### src/rtl/countdown51bit_pkg.sv
// countdown51bit_pkg
// Shared types and constants for the loadable 51-bit down-counter/timer.
//   state_t                    : controller states (IDLE, RUN, PAUSED)
//   COUNTDOWN51_WIDTH_DEFAULT  : default counter/load width in bits
package countdown51bit_pkg;

  localparam int COUNTDOWN51_WIDTH_DEFAULT = 51;

  typedef enum logic [1:0] {
    IDLE   = 2'd0,
    RUN    = 2'd1,
    PAUSED = 2'd2
  } state_t;

endpackage : countdown51bit_pkg

### src/rtl/countdown51bit_if.sv
// countdown51bit_if
// Host-side bundle of the down-counter: load handshake, run controls and
// status outputs.
//   load_valid / load_value / load_ready : load handshake (host -> block)
//   pause / abort                        : run controls from the host
//   count / busy / done                  : block status back to the host
// Modports:
//   master : the host driving loads and controls
//   slave  : the counter block
interface countdown51bit_if
  import countdown51bit_pkg::*;
#(
  parameter int WIDTH = COUNTDOWN51_WIDTH_DEFAULT
);

  logic             load_valid;
  logic [WIDTH-1:0] load_value;
  logic             load_ready;
  logic             pause;
  logic             abort;
  logic [WIDTH-1:0] count;
  logic             busy;
  logic             done;

  modport master (
    output load_valid,
    output load_value,
    output pause,
    output abort,
    input  load_ready,
    input  count,
    input  busy,
    input  done
  );

  modport slave (
    input  load_valid,
    input  load_value,
    input  pause,
    input  abort,
    output load_ready,
    output count,
    output busy,
    output done
  );

endinterface : countdown51bit_if

### src/rtl/countdown51bit_fsm.sv
// countdown51bit_fsm
// State register and priority logic (reset > abort > pause > decrement) of
// the down-counter. Produces the datapath strobes and the registered
// busy/done status.
// Ports:
//   clk, reset     : clock, synchronous active-high reset
//   load_valid     : host presents a load value
//   load_zero      : presented load value is zero
//   pause, abort   : host run controls
//   count_is_one   : current count equals 1 (terminal step)
//   load_ready     : combinational, high in IDLE only
//   busy, done     : registered status
//   load_en        : count takes load_value this edge
//   clr_en         : count clears this edge (abort while active)
//   dec_en         : count decrements this edge
//   reload_en      : count reloads from the reload register this edge
//                    (only with COUNTDOWN51BIT_AUTORELOAD_EN)
// Configuration macro: COUNTDOWN51BIT_AUTORELOAD_EN
//
// state  | meaning
// IDLE   | waiting for a load, load_ready high, count holds
// RUN    | decrementing once per cycle
// PAUSED | frozen by pause, count holds; leaving costs one bubble cycle
module countdown51bit_fsm
  import countdown51bit_pkg::*;
(
  input  logic clk,
  input  logic reset,
  input  logic load_valid,
  input  logic load_zero,
  input  logic pause,
  input  logic abort,
  input  logic count_is_one,
  output logic load_ready,
  output logic busy,
  output logic done,
  output logic load_en,
  output logic clr_en,
`ifdef COUNTDOWN51BIT_AUTORELOAD_EN
  output logic reload_en,
`endif
  output logic dec_en
);

  state_t state;
  logic   run_step;

  always_comb begin
    run_step   = (state == RUN) && !abort && !pause;
    load_ready = (state == IDLE);
    load_en    = load_ready && load_valid;
    clr_en     = (state != IDLE) && abort;
`ifdef COUNTDOWN51BIT_AUTORELOAD_EN
    // The terminal step reloads instead of reaching zero.
    reload_en  = run_step && count_is_one;
    dec_en     = run_step && !count_is_one;
`else
    dec_en     = run_step;
`endif
  end

  always_ff @(posedge clk) begin
    if (reset) begin
      state <= IDLE;
      busy  <= 1'b0;
      done  <= 1'b0;
    end else begin
      done <= 1'b0;
      unique case (state)
        IDLE: begin
          if (load_en) begin
            if (load_zero) begin
              // A zero load completes immediately without leaving IDLE.
              done <= 1'b1;
            end else begin
              state <= RUN;
              busy  <= 1'b1;
            end
          end
        end
        RUN: begin
          if (abort) begin
            state <= IDLE;
            busy  <= 1'b0;
          end else if (pause) begin
            state <= PAUSED;
          end else if (count_is_one) begin
            done <= 1'b1;
`ifndef COUNTDOWN51BIT_AUTORELOAD_EN
            state <= IDLE;
            busy  <= 1'b0;
`endif
          end
        end
        PAUSED: begin
          if (abort) begin
            state <= IDLE;
            busy  <= 1'b0;
          end else if (!pause) begin
            state <= RUN;
          end
        end
        default: begin
          state <= IDLE;
          busy  <= 1'b0;
        end
      endcase
    end
  end

endmodule : countdown51bit_fsm

### src/rtl/countdown51bit.sv
// countdown51bit
// Loadable down-counter/timer. A host loads a terminal count through a
// valid/ready handshake; the block decrements once per enabled cycle and
// pulses done for one cycle when the count reaches zero.
// Ports:
//   clk   : rising-edge clock
//   reset : synchronous, active-high
//   bus   : countdown51bit_if.slave (load handshake, pause/abort, count,
//           busy, done)
// Configuration macro: COUNTDOWN51BIT_AUTORELOAD_EN
//   defined   : the last accepted load value is kept and reloaded at each
//               terminal step, making the count periodic until abort/reset
//   undefined : one-shot count, no reload register
module countdown51bit
  import countdown51bit_pkg::*;
#(
  parameter int WIDTH = COUNTDOWN51_WIDTH_DEFAULT
) (
  input  logic               clk,
  input  logic               reset,
  countdown51bit_if.slave    bus
);

  logic [WIDTH-1:0] count_q;
  logic             count_is_one;
  logic             load_zero;
  logic             load_en;
  logic             clr_en;
  logic             dec_en;
  logic             busy;
  logic             done;
  logic             load_ready;
`ifdef COUNTDOWN51BIT_AUTORELOAD_EN
  logic             reload_en;
  logic [WIDTH-1:0] reload_q;
`endif

  assign count_is_one = (count_q == WIDTH'(1));
  assign load_zero    = (bus.load_value == '0);

  countdown51bit_fsm u_fsm (
    .clk          (clk),
    .reset        (reset),
    .load_valid   (bus.load_valid),
    .load_zero    (load_zero),
    .pause        (bus.pause),
    .abort        (bus.abort),
    .count_is_one (count_is_one),
    .load_ready   (load_ready),
    .busy         (busy),
    .done         (done),
    .load_en      (load_en),
    .clr_en       (clr_en),
`ifdef COUNTDOWN51BIT_AUTORELOAD_EN
    .reload_en    (reload_en),
`endif
    .dec_en       (dec_en)
  );

`ifdef COUNTDOWN51BIT_AUTORELOAD_EN
  always_ff @(posedge clk) begin
    if (reset) begin
      reload_q <= '0;
    end else if (load_en) begin
      reload_q <= bus.load_value;
    end
  end
`endif

  always_ff @(posedge clk) begin
    if (reset) begin
      count_q <= '0;
    end else if (clr_en) begin
      count_q <= '0;
    end else if (load_en) begin
      count_q <= bus.load_value;
`ifdef COUNTDOWN51BIT_AUTORELOAD_EN
    end else if (reload_en) begin
      count_q <= reload_q;
`endif
    end else if (dec_en) begin
      count_q <= count_q - WIDTH'(1);
    end
  end

  assign bus.count      = count_q;
  assign bus.busy       = busy;
  assign bus.done       = done;
  assign bus.load_ready = load_ready;

endmodule : countdown51bit

### src/flat_wrapper.sv
// flat-port wrapper written by rule: the top's interface ports become plain ports
module countdown51bit_flat import countdown51bit_pkg::*;
#(
  parameter int WIDTH = COUNTDOWN51_WIDTH_DEFAULT
)
  (clk, reset, bus_load_valid, bus_load_value, bus_pause, bus_abort, bus_load_ready, bus_count, bus_busy, bus_done);
  countdown51bit_if #(.WIDTH(WIDTH)) bus_i ();
  input  logic clk;
  input  logic reset;
  input wire logic [$bits(bus_i.load_valid)-1:0] bus_load_valid;
  input wire logic [$bits(bus_i.load_value)-1:0] bus_load_value;
  input wire logic [$bits(bus_i.pause)-1:0] bus_pause;
  input wire logic [$bits(bus_i.abort)-1:0] bus_abort;
  output wire logic [$bits(bus_i.load_ready)-1:0] bus_load_ready;
  output wire logic [$bits(bus_i.count)-1:0] bus_count;
  output wire logic [$bits(bus_i.busy)-1:0] bus_busy;
  output wire logic [$bits(bus_i.done)-1:0] bus_done;
  assign bus_i.load_valid = bus_load_valid;
  assign bus_i.load_value = bus_load_value;
  assign bus_i.pause = bus_pause;
  assign bus_i.abort = bus_abort;
  assign bus_load_ready = bus_i.load_ready;
  assign bus_count = bus_i.count;
  assign bus_busy = bus_i.busy;
  assign bus_done = bus_i.done;
  countdown51bit #(.WIDTH(WIDTH)) u_core (.clk(clk), .reset(reset), .bus(bus_i));
endmodule
### config.mk
export PLATFORM = sky130hd
export DESIGN_NAME = countdown51bit_flat
export DESIGN_NICKNAME = d
export VERILOG_FILES = /design/src/rtl/countdown51bit_pkg.sv /design/src/rtl/countdown51bit_if.sv /design/src/rtl/countdown51bit_fsm.sv /design/src/rtl/countdown51bit.sv /design/src/flat_wrapper.sv
export SDC_FILE = /design/constraint.sdc
export NUM_CORES = 1
export LEC_CHECK = 0
export BUFFER_PORTS_ARGS = -buffer_cell sky130_fd_sc_hd__clkbuf_2
export CAP_MARGIN = 10
export CORE_AREA = 2 2 81 83
export DETAILED_ROUTE_END_ITERATION = 16
export DIE_AREA = 0 0 83 85
export GPL_ROUTABILITY_DRIVEN = 1
export PLACE_DENSITY = 0.84
export SLEW_MARGIN = 10
export SYNTH_ARGS = -nofsm -noshare
export SYNTH_HDL_FRONTEND = slang
export SYNTH_SLANG_ARGS = --single-unit
### constraint.sdc
create_clock -name clk -period 6.37 [get_ports clk]
set_input_delay 0.9555 -clock clk [delete_from_list [all_inputs] [get_ports clk]]
set_output_delay 0.9555 -clock clk [all_outputs]
set_load 0.02 [all_outputs]
==> results of run 1 <==
==> through the flow <==
| stage | util (%) | power (mW) | std cells | instance area, µm² | setup WS, ps |
|---|---|---|---|---|---|
| after floorplan | - | 0.598 | 434 | 3280 | 3740 |
| after global placement | 62.5 | 0.694 | 601 | 3880 | 3270 |
| after detailed placement | 62.5 | 0.700 | 601 | 3880 | 3170 |
| after CTS | 64.0 | 0.901 | 609 | 3970 | 3460 |
| after global routing | 64.0 | 0.949 | 609 | 3970 | 3270 |
| final | 64.0 | 0.904 | 609 | 3970 | 3400 |
==> per-layer routing <==
metal,part of all wire (%),wire length [µm],GRT usage (%)
met4,1.8,195,8.64
met1,42,4580,42.3
met5,0,0,0
met2,47,5060,47.3
met3,9.6,1040,4.09
==> cell type report <==
type	count	area share, %
Inverter	4	0.378
Tap cell	77	2.43
Timing Repair Buffer	115	14.9
Sequential cell	55	27.7
Clock buffer	5	1.73
Clock inverter	3	0.567
Multi-Input combinational cell	350	52.3
==> logic make-up (layout without fill, tap and decap cells) <==
family,after synthesis,count (layout),synth area share (%)
and+or+nand+nor,204,204,33.1
AOI/OAI and AO/OA,133,133,26.2
DFF,55,55,33.6
buffers and inverters,29,127,3.32
xor gates and xnor gates,8,8,2.14
muxes,3,3,0.916
adders and majority gates,2,2,0.763
==> worst max-delay path: cells and delay by family <==
| family | cells | cell delay (ps) |
|---|---|---|
| simple gates | 4 | 1560 |
| compound gates | 2 | 250 |
| buf+inv | 2 | 480 |
==> registers in the layout, indices dropped and copies added (netlist names) <==
register            count
u_core.u_fsm.busy       1
u_core.u_fsm.done       1
u_core.u_fsm.state      2
u_core.bus.count       51
==> path summary, 6_finish.rpt <==
kind	end	slack (ps)	depth (start not counted)
max reg2reg	u_core.bus.count[43]	3430	6
min	u_core.u_fsm.busy	500	2
min reg2reg	u_core.u_fsm.busy	500	2
max	u_core.bus.count[18]	3400	8
==> cells in the mapped netlist, drive strengths merged, types with 3 or more instances <==
cell type  instances
nand3             17
a221oi             5
a21oi             43
nand4              8
nor4              27
and2               4
nor3              21
nor4b              3
a31oi             12
dfxtp             55
nor2              49
or3               16
a22oi             15
o31a               5
nand2b             3
o21ai             22
or4               16
mux2i              3
o311ai             5
xnor2              5
nand2             33
clkbuf            23
a222oi             4
xor2               3
o211ai             8
inv                4
==> power by group <==
group	total, mW	switching, mW	internal (mW)	leakage, nW
Combinational	0.290	0.188	0.102	1.07
Sequential	0.410	0.0405	0.370	0.451
Clock	0.204	0.125	0.0792	0.0485
Total	0.904	0.353	0.551	1.57
==> metrics.csv, run 1 <==
stage;metric;value;unit
die;Die W;83;µm
place;Detail Placement HPWL;7850;µm
timing;Worst-Margin Slew;738;ps
critical_path;Crit-path slowest cell;or4_1;
layout;P&R area growth vs syn;21.1;%
layout;Sequential Area;0.00110;mm²
timing;final worst-path cycle share;46.7;%
pwr;PwrDens;228;mW/mm²
logic_synthesis;Post-Syn Area;0.00328;mm²
drt;DR pass1 iterations;6;
drt;DR WL/cell;17.9;µm
cts;CTS tree;built;
global_routing;largest net degree at the start of global routing;49;
logic_synthesis;Seq/Total Area, Yosys;33.6;%
timing;crit path time final;2970;ps
cts;post-CTS setup buffers;0;
critical_path;max incr delay on CP;690;ps
layout;commonest non-fill, non-tap cells in the layout;clkbuf_2 (109), dfxtp_1 (55), nor2_1 (49);
die;core area;0.00620;mm²
layout;area of the multi-input gates;0.00207;mm²
logic_synthesis;Top FF cell, synth;dfxtp_1;
critical_path;Worst R2R Start;u_core.bus.count[13];
global_routing;total global-route track usage;29.7;%
layout;Inserted Diodes;0;
timing;Achievable Freq;336;MHz
timing;setup tns final;0;ps
die;Die H;85;µm
logic_synthesis;Post-Syn Nets;492;
die;Initial Util;52.8;%
die;IO Count;110;
critical_path;Crit. Startpoint;bus_abort;
global_routing;initial antenna violation count;0;
cts;CTS Buf Count;5;
cts;cts hold-fix bufs;0;
timing;Final Hold Fails;0;
drt;via count;4059;
critical_path;Arr. time, crit path;3240;ps
drt;Initial DRC Count;532;
flow_run;maxcap violations;0;
layout;Nets;589;
timing;max-slew violation count;0;
timing;RSZ-0062 raised after global routing;no;
logic_synthesis;number of synthesized register bits;55;
logic_synthesis;post-synth top area share;33.6;%
critical_path;crit start category;input pin;
drt;via/cell ratio;6.67;
drt;Final ANT Viol Nets;0;
cts;Reg clk slew, reported paths;110;ps
drt;WL final;10900;µm
logic_synthesis;Yosys Warn Count;0;
die;die area;0.00706;mm²
timing;Rel. slew slack;50.4;%
logic_synthesis;Yosys cell types;47;
layout;commonest non-fill, non-tap cell in the layout;clkbuf_2;
critical_path;CP max FO;29;
drt;DRC viols;0;
layout;ratio of cells with drive above 1 in the final layout;24.8;%
logic_synthesis;Async SR Flop Fraction;0;%
logic_synthesis;number of synthesized flops with an enable pin;0;
pwr;LEAKAGE;1.57;nW
cts;post-cts resize count;0;
cts;CTS H-tree lvls;2;
cts;latest clock arrival within the worst-skew pair;320;ps
logic_synthesis;Synth area leader;dfxtp_1;
timing;final setup fails;0;
cts;CTS Buffer Depth;2;
cts;clock tree sinks;55;
global_routing;global-route wire length before repair;17500;µm
place;PortBufs;109;
logic_synthesis;top cells by area, synth;dfxtp_1 (34%), a21oi_1 (6.6%), nor2_1 (5.6%);
hold_path;Hold Path Class;flip-flop to flip-flop;
logic_synthesis;Post-Synthesis Cells;434;
layout;fill count;571;
critical_path;critical path class;input pin to flip-flop;
pwr;worst vdd ir;0.114;mV
outcome;run status;complete, no violations;
logic_synthesis;Avg Cell Area, Syn;7.55;µm²
cts;root buffer cell;clkbuf_8;
global_routing;number of global-route vias before repair;3526;
critical_path;Setup crit end kind;flip-flop;
place;RePlAce Congestion;0.933;
critical_path;WP data required;6640;ps
timing;skew final;12.8;ps
critical_path;crit-path cells;clkbuf_2, nor4b_2, buf_4, nand4_1, or4_1, o21ai_0, a31oi_1, nor2_1;
timing;hold_ws;502;ps
hold_path;Hold Crit Start;u_core.u_fsm.busy;
die;row count;29;
global_routing;grt total ovfl;0;
(Power assumes the default switching activity.)
==> run 2: changes to the inputs <==
--- a/config.mk
+++ b/config.mk
@@ -5,13 +5,14 @@
 export SDC_FILE = /design/constraint.sdc
 export NUM_CORES = 1
 export LEC_CHECK = 0
+export ABC_AREA = 1
 export BUFFER_PORTS_ARGS = -buffer_cell sky130_fd_sc_hd__clkbuf_2
 export CAP_MARGIN = 10
-export CORE_AREA = 2 2 81 83
+export CORE_AREA = 2 2 99 101
 export DETAILED_ROUTE_END_ITERATION = 16
-export DIE_AREA = 0 0 83 85
+export DIE_AREA = 0 0 101 103
 export GPL_ROUTABILITY_DRIVEN = 1
-export PLACE_DENSITY = 0.84
+export PLACE_DENSITY = 0.75
 export SLEW_MARGIN = 10
 export SYNTH_ARGS = -nofsm -noshare
 export SYNTH_HDL_FRONTEND = slang
==> constraint.sdc (replaced) <==
create_clock -name clk -period 2.72 [get_ports clk]
set_input_delay 0.408 -clock clk [delete_from_list [all_inputs] [get_ports clk]]
set_output_delay 0.408 -clock clk [all_outputs]
set_load 0.02 [all_outputs]
==> run 2 against run 1 <==
Against the previous run:
- first-iteration DRC count down 47%
- cell count up 61%
- total power rose to 2.9 times the previous value
- via count up 25%
- die area up 47%
- hold slack worse by 170 ps
- combinational power rose to 4.0 times the previous value
- register-to-register slack worse by 2800 ps
- clock skew down 5.2 ps
- non-clock buffer count down 4
- sequential share of layout area down 6.2 points
==> metrics.csv, run 2 <==
stage;metric;value;unit;change
timing;Rel. slew slack;45.3;%;-5.1 points
pwr;sequential power share;36.6;%;-8.8 points
global_routing;total global-route track usage;25.4;%;-4.3 points
timing;Final Hold Fails;0;;unchanged
critical_path;crit-path cells;nor2_2, inv_2, nor2_8, buf_4, inv_1, o22ai_2, inv_1, a21oi_1;;
hold_path;Hold Path Class;input pin to flip-flop;;
global_routing;number of global-route vias before repair;4560;;+29%
critical_path;Crit-path slowest cell;buf_4;;
logic_synthesis;Yosys cell types;37;;-21%
logic_synthesis;number of synthesized register bits;55;;unchanged
layout;max reg flops;51;;unchanged
pwr;Clock power frac;18.7;%;-3.9 points
cts;CTS Buffer Depth;2;;unchanged
hold_path;Hold Crit Start;reset;;
critical_path;FF-to-FF path depth;8;;+2
logic_synthesis;Yosys Warn Count;0;;unchanged
logic_synthesis;Post-Syn Nets;827;;+68%
place;RePlAce Congestion;0.947;;+1.5%
global_routing;largest net degree at the start of global routing;48;;-2.0%
pwr;internal power;1.45;mW;+160%
cts;latest clock arrival within the worst-skew pair;320;ps;about the same
drt;DR pass1 iterations;5;;-1
layout;P&R area growth vs syn;15.0;%;
die;Die H;103;µm;+21%
layout;Inserted Diodes;0;;unchanged
drt;via/cell ratio;5.15;;-23%
die;core area;0.00946;mm²;+52%
critical_path;Worst R2R Start;u_core.u_fsm.state[1];;
global_routing;global-route wire length before repair;21300;µm;+22%
hold_path;hold depth;2;;unchanged
critical_path;reg2reg setup slack;630;ps;-2800 ps
drt;via count;5058;;+25%
cts;post-CTS setup buffers;0;;unchanged
critical_path;WP data required;2950;ps;-3690 ps
layout;Nets;926;;+57%
drt;Final ANT Viol Nets;0;;unchanged
pwr;PwrDens;513;mW/mm²;+130%
layout;commonest non-fill, non-tap cells in the layout;nand2_1 (233), nor2_1 (143), clkbuf_2 (109);;
logic_synthesis;Post-Syn Area;0.00444;mm²;+35%
logic_synthesis;Post-synth top cells;nand2_1 (233), nor2_1 (143), inv_1 (100), dfxtp_1 (55), nand3_1 (52);;
timing;final setup fails;0;;unchanged
timing;skew final;7.69;ps;-5.15 ps
layout;Final Cell Area;0.00510;mm²;+29%
logic_synthesis;Seq/Total Area, Yosys;24.8;%;-8.8 points
critical_path;Setup crit end kind;flip-flop;;
drt;DRC viols;0;;unchanged
cts;CTS Buf Count;5;;unchanged
outcome;run status;complete, no violations;;
drt;DR WL/cell;13.4;µm;-25%
cts;root buffer cell;clkbuf_8;;
critical_path;critical path class;flip-flop to flip-flop;;
pwr;LEAKAGE;2.64;nW;+69%
pwr;Sw Pwr;1.17;mW;+230%
die;Die W;101;µm;+22%
cts;clock tree sinks;55;;unchanged
critical_path;Arr. time, crit path;2330;ps;-910 ps
pwr;Sw Ratio;44.8;%;+5.7 points
layout;commonest non-fill, non-tap cell in the layout;nand2_1;;
place;placed inst area;0.00502;mm²;+29%
place;PortBufs;109;;unchanged
die;row count;36;;+24%
timing;max-slew violation count;0;;unchanged
hold_path;Worst Hold End;u_core.u_fsm.state[1];;
critical_path;CP max FO;47;;+62%
timing;Achievable Freq;478;MHz;
layout;ratio of cells with drive above 1 in the final layout;18.7;%;-6.1 points
logic_synthesis;Top FF cell, synth;dfxtp_1;;
critical_path;max incr delay on CP;420;ps;-270 ps
global_routing;grt total ovfl;0;;unchanged
global_routing;initial antenna violation count;0;;unchanged
pwr;combinational power share;44.7;%;+13 points
logic_synthesis;Synth area leader;dfxtp_1;;
logic_synthesis;Post-Synthesis Cells;769;;+77%
timing;final worst-path cycle share;77.0;%;
cts;CTS H-tree lvls;2;;unchanged
critical_path;CP dominant cell by count;inv_1;;
die;IO Count;110;;unchanged
cts;cts hold-fix bufs;0;;unchanged
timing;setup tns final;0;ps;unchanged
logic_synthesis;number of synthesized flops with an enable pin;0;;unchanged
cts;post-cts resize count;0;;unchanged
drt;Initial DRC Count;280;;-47%
die;Initial Util;46.9;%;-5.9 points
cts;CTS tree;built;;
logic_synthesis;Avg Cell Area, Syn;5.77;µm²;-24%
critical_path;crit start category;flip-flop;;
logic_synthesis;most frequent cell after synthesis;nand2_1;;
layout;fill count;1013;;+77%
flow_run;maxcap violations;0;;unchanged
place;setup slack at placement;639;ps;-2530 ps
die;die area;0.0104;mm²;+47%
timing;Final WS setup;626;ps;-2770 ps
pwr;worst vdd ir;0.286;mV;+150%
logic_synthesis;top cells by area, synth;dfxtp_1 (25%), nand2_1 (20%), nor2_1 (12%);;
critical_path;Crit Reg-Reg Endpoint;u_core.bus.count[31];;
timing;Worst-Margin Slew;820;ps;+81.6 ps
place;Detail Placement HPWL;10300;µm;+31%
timing;crit path time final;2090;ps;
logic_synthesis;post-synth top area share;24.8;%;-8.8 points
cts;Reg clk slew, reported paths;110;ps;about the same
drt;WL final;13200;µm;+21%
timing;RSZ-0062 raised after global routing;no;;
logic_synthesis;Async SR Flop Fraction;0;%;unchanged
==> run 2: changes by cell type after synthesis, sizes merged, moves of 19 or more <==
cell,before,now
clkbuf,23,4
nand3,17,53
nor4,27,0
nor2,49,168
inv,4,106
nand2,33,240
==> run 2: stage by stage <==
step	hold slack, ps	std cells	power, mW	utilization, %
4_1_cts	331	982	2.61	54.0
3_3_place_gp	464	975	2.12	53.0
2_1_floorplan	477	769	1.83	-
3_5_place_dp	478	975	2.13	53.0
6_report	327	982	2.62	54.0
5_1_grt	347	982	2.80	54.0
==> run 2: how the worst max path moves through the flow <==
stage	cells after the start	from	endpoint	slack [ps]
2_1_floorplan	11	u_core.bus.count[0]	u_core.bus.count[34]	1060
3_3_place_gp	10	bus_abort	u_core.bus.count[38]	700
3_5_place_dp	11	bus_abort	u_core.bus.count[38]	640
4_1_cts	8	u_core.u_fsm.state[1]	u_core.bus.count[31]	640
5_1_grt	8	u_core.u_fsm.state[1]	u_core.bus.count[31]	460
6_report	8	u_core.u_fsm.state[1]	u_core.bus.count[31]	630
==> run 2: layout make-up <==
class,instances,area (µm²),share of cell area (%)
clock buffers,6,82.6,1.62
flip-flops and latches,55,1100,21.6
multi-input cells,589,2810,55.1
inverters,106,400,7.85
clock inverters,1,5.00,0.0981
repair buffers,111,561,11.0
well taps,114,143,2.79
==> run 2: power groups by stage <==
stage,sequential (mW),clock [mW],combinational [mW]
after detailed placement,0.974,0,1.16
after global routing,0.968,0.519,1.31
after floorplan,1.02,0,0.810
final,0.957,0.491,1.17
after global placement,0.975,0,1.15
after CTS,0.956,0.495,1.16
==> run 2: per-layer routing <==
| metal | GRT usage [%] | routed length [µm] | vias up |
|---|---|---|---|
| met5 | 0 | 0 | - |
| met4 | 4.37 | 181 | 0 |
| met3 | 2.85 | 850 | 15 |
| met2 | 42.9 | 6020 | 174 |
| met1 | 35.7 | 6120 | 2274 |
| li1 | - | - | 2595 |
==> run 2: critical path, delay by kind of cell (launching register included) <==
| kind | cells | cell delay (ps) |
|---|---|---|
| DFF | 1 | 340 |
| AOI/OAI and AO/OA | 2 | 400 |
| buffers and inverters | 4 | 930 |
| and+or+nand+nor | 2 | 330 |
==> run 2: cell families after synthesis <==
group | synth area share [%]
adders and majority gates | 0.564
buffers and inverters | 11.8
and+or+nand+nor | 47.8
xor gates and xnor gates | 3.16
DFF | 24.8
AOI/OAI and AO/OA | 11.8
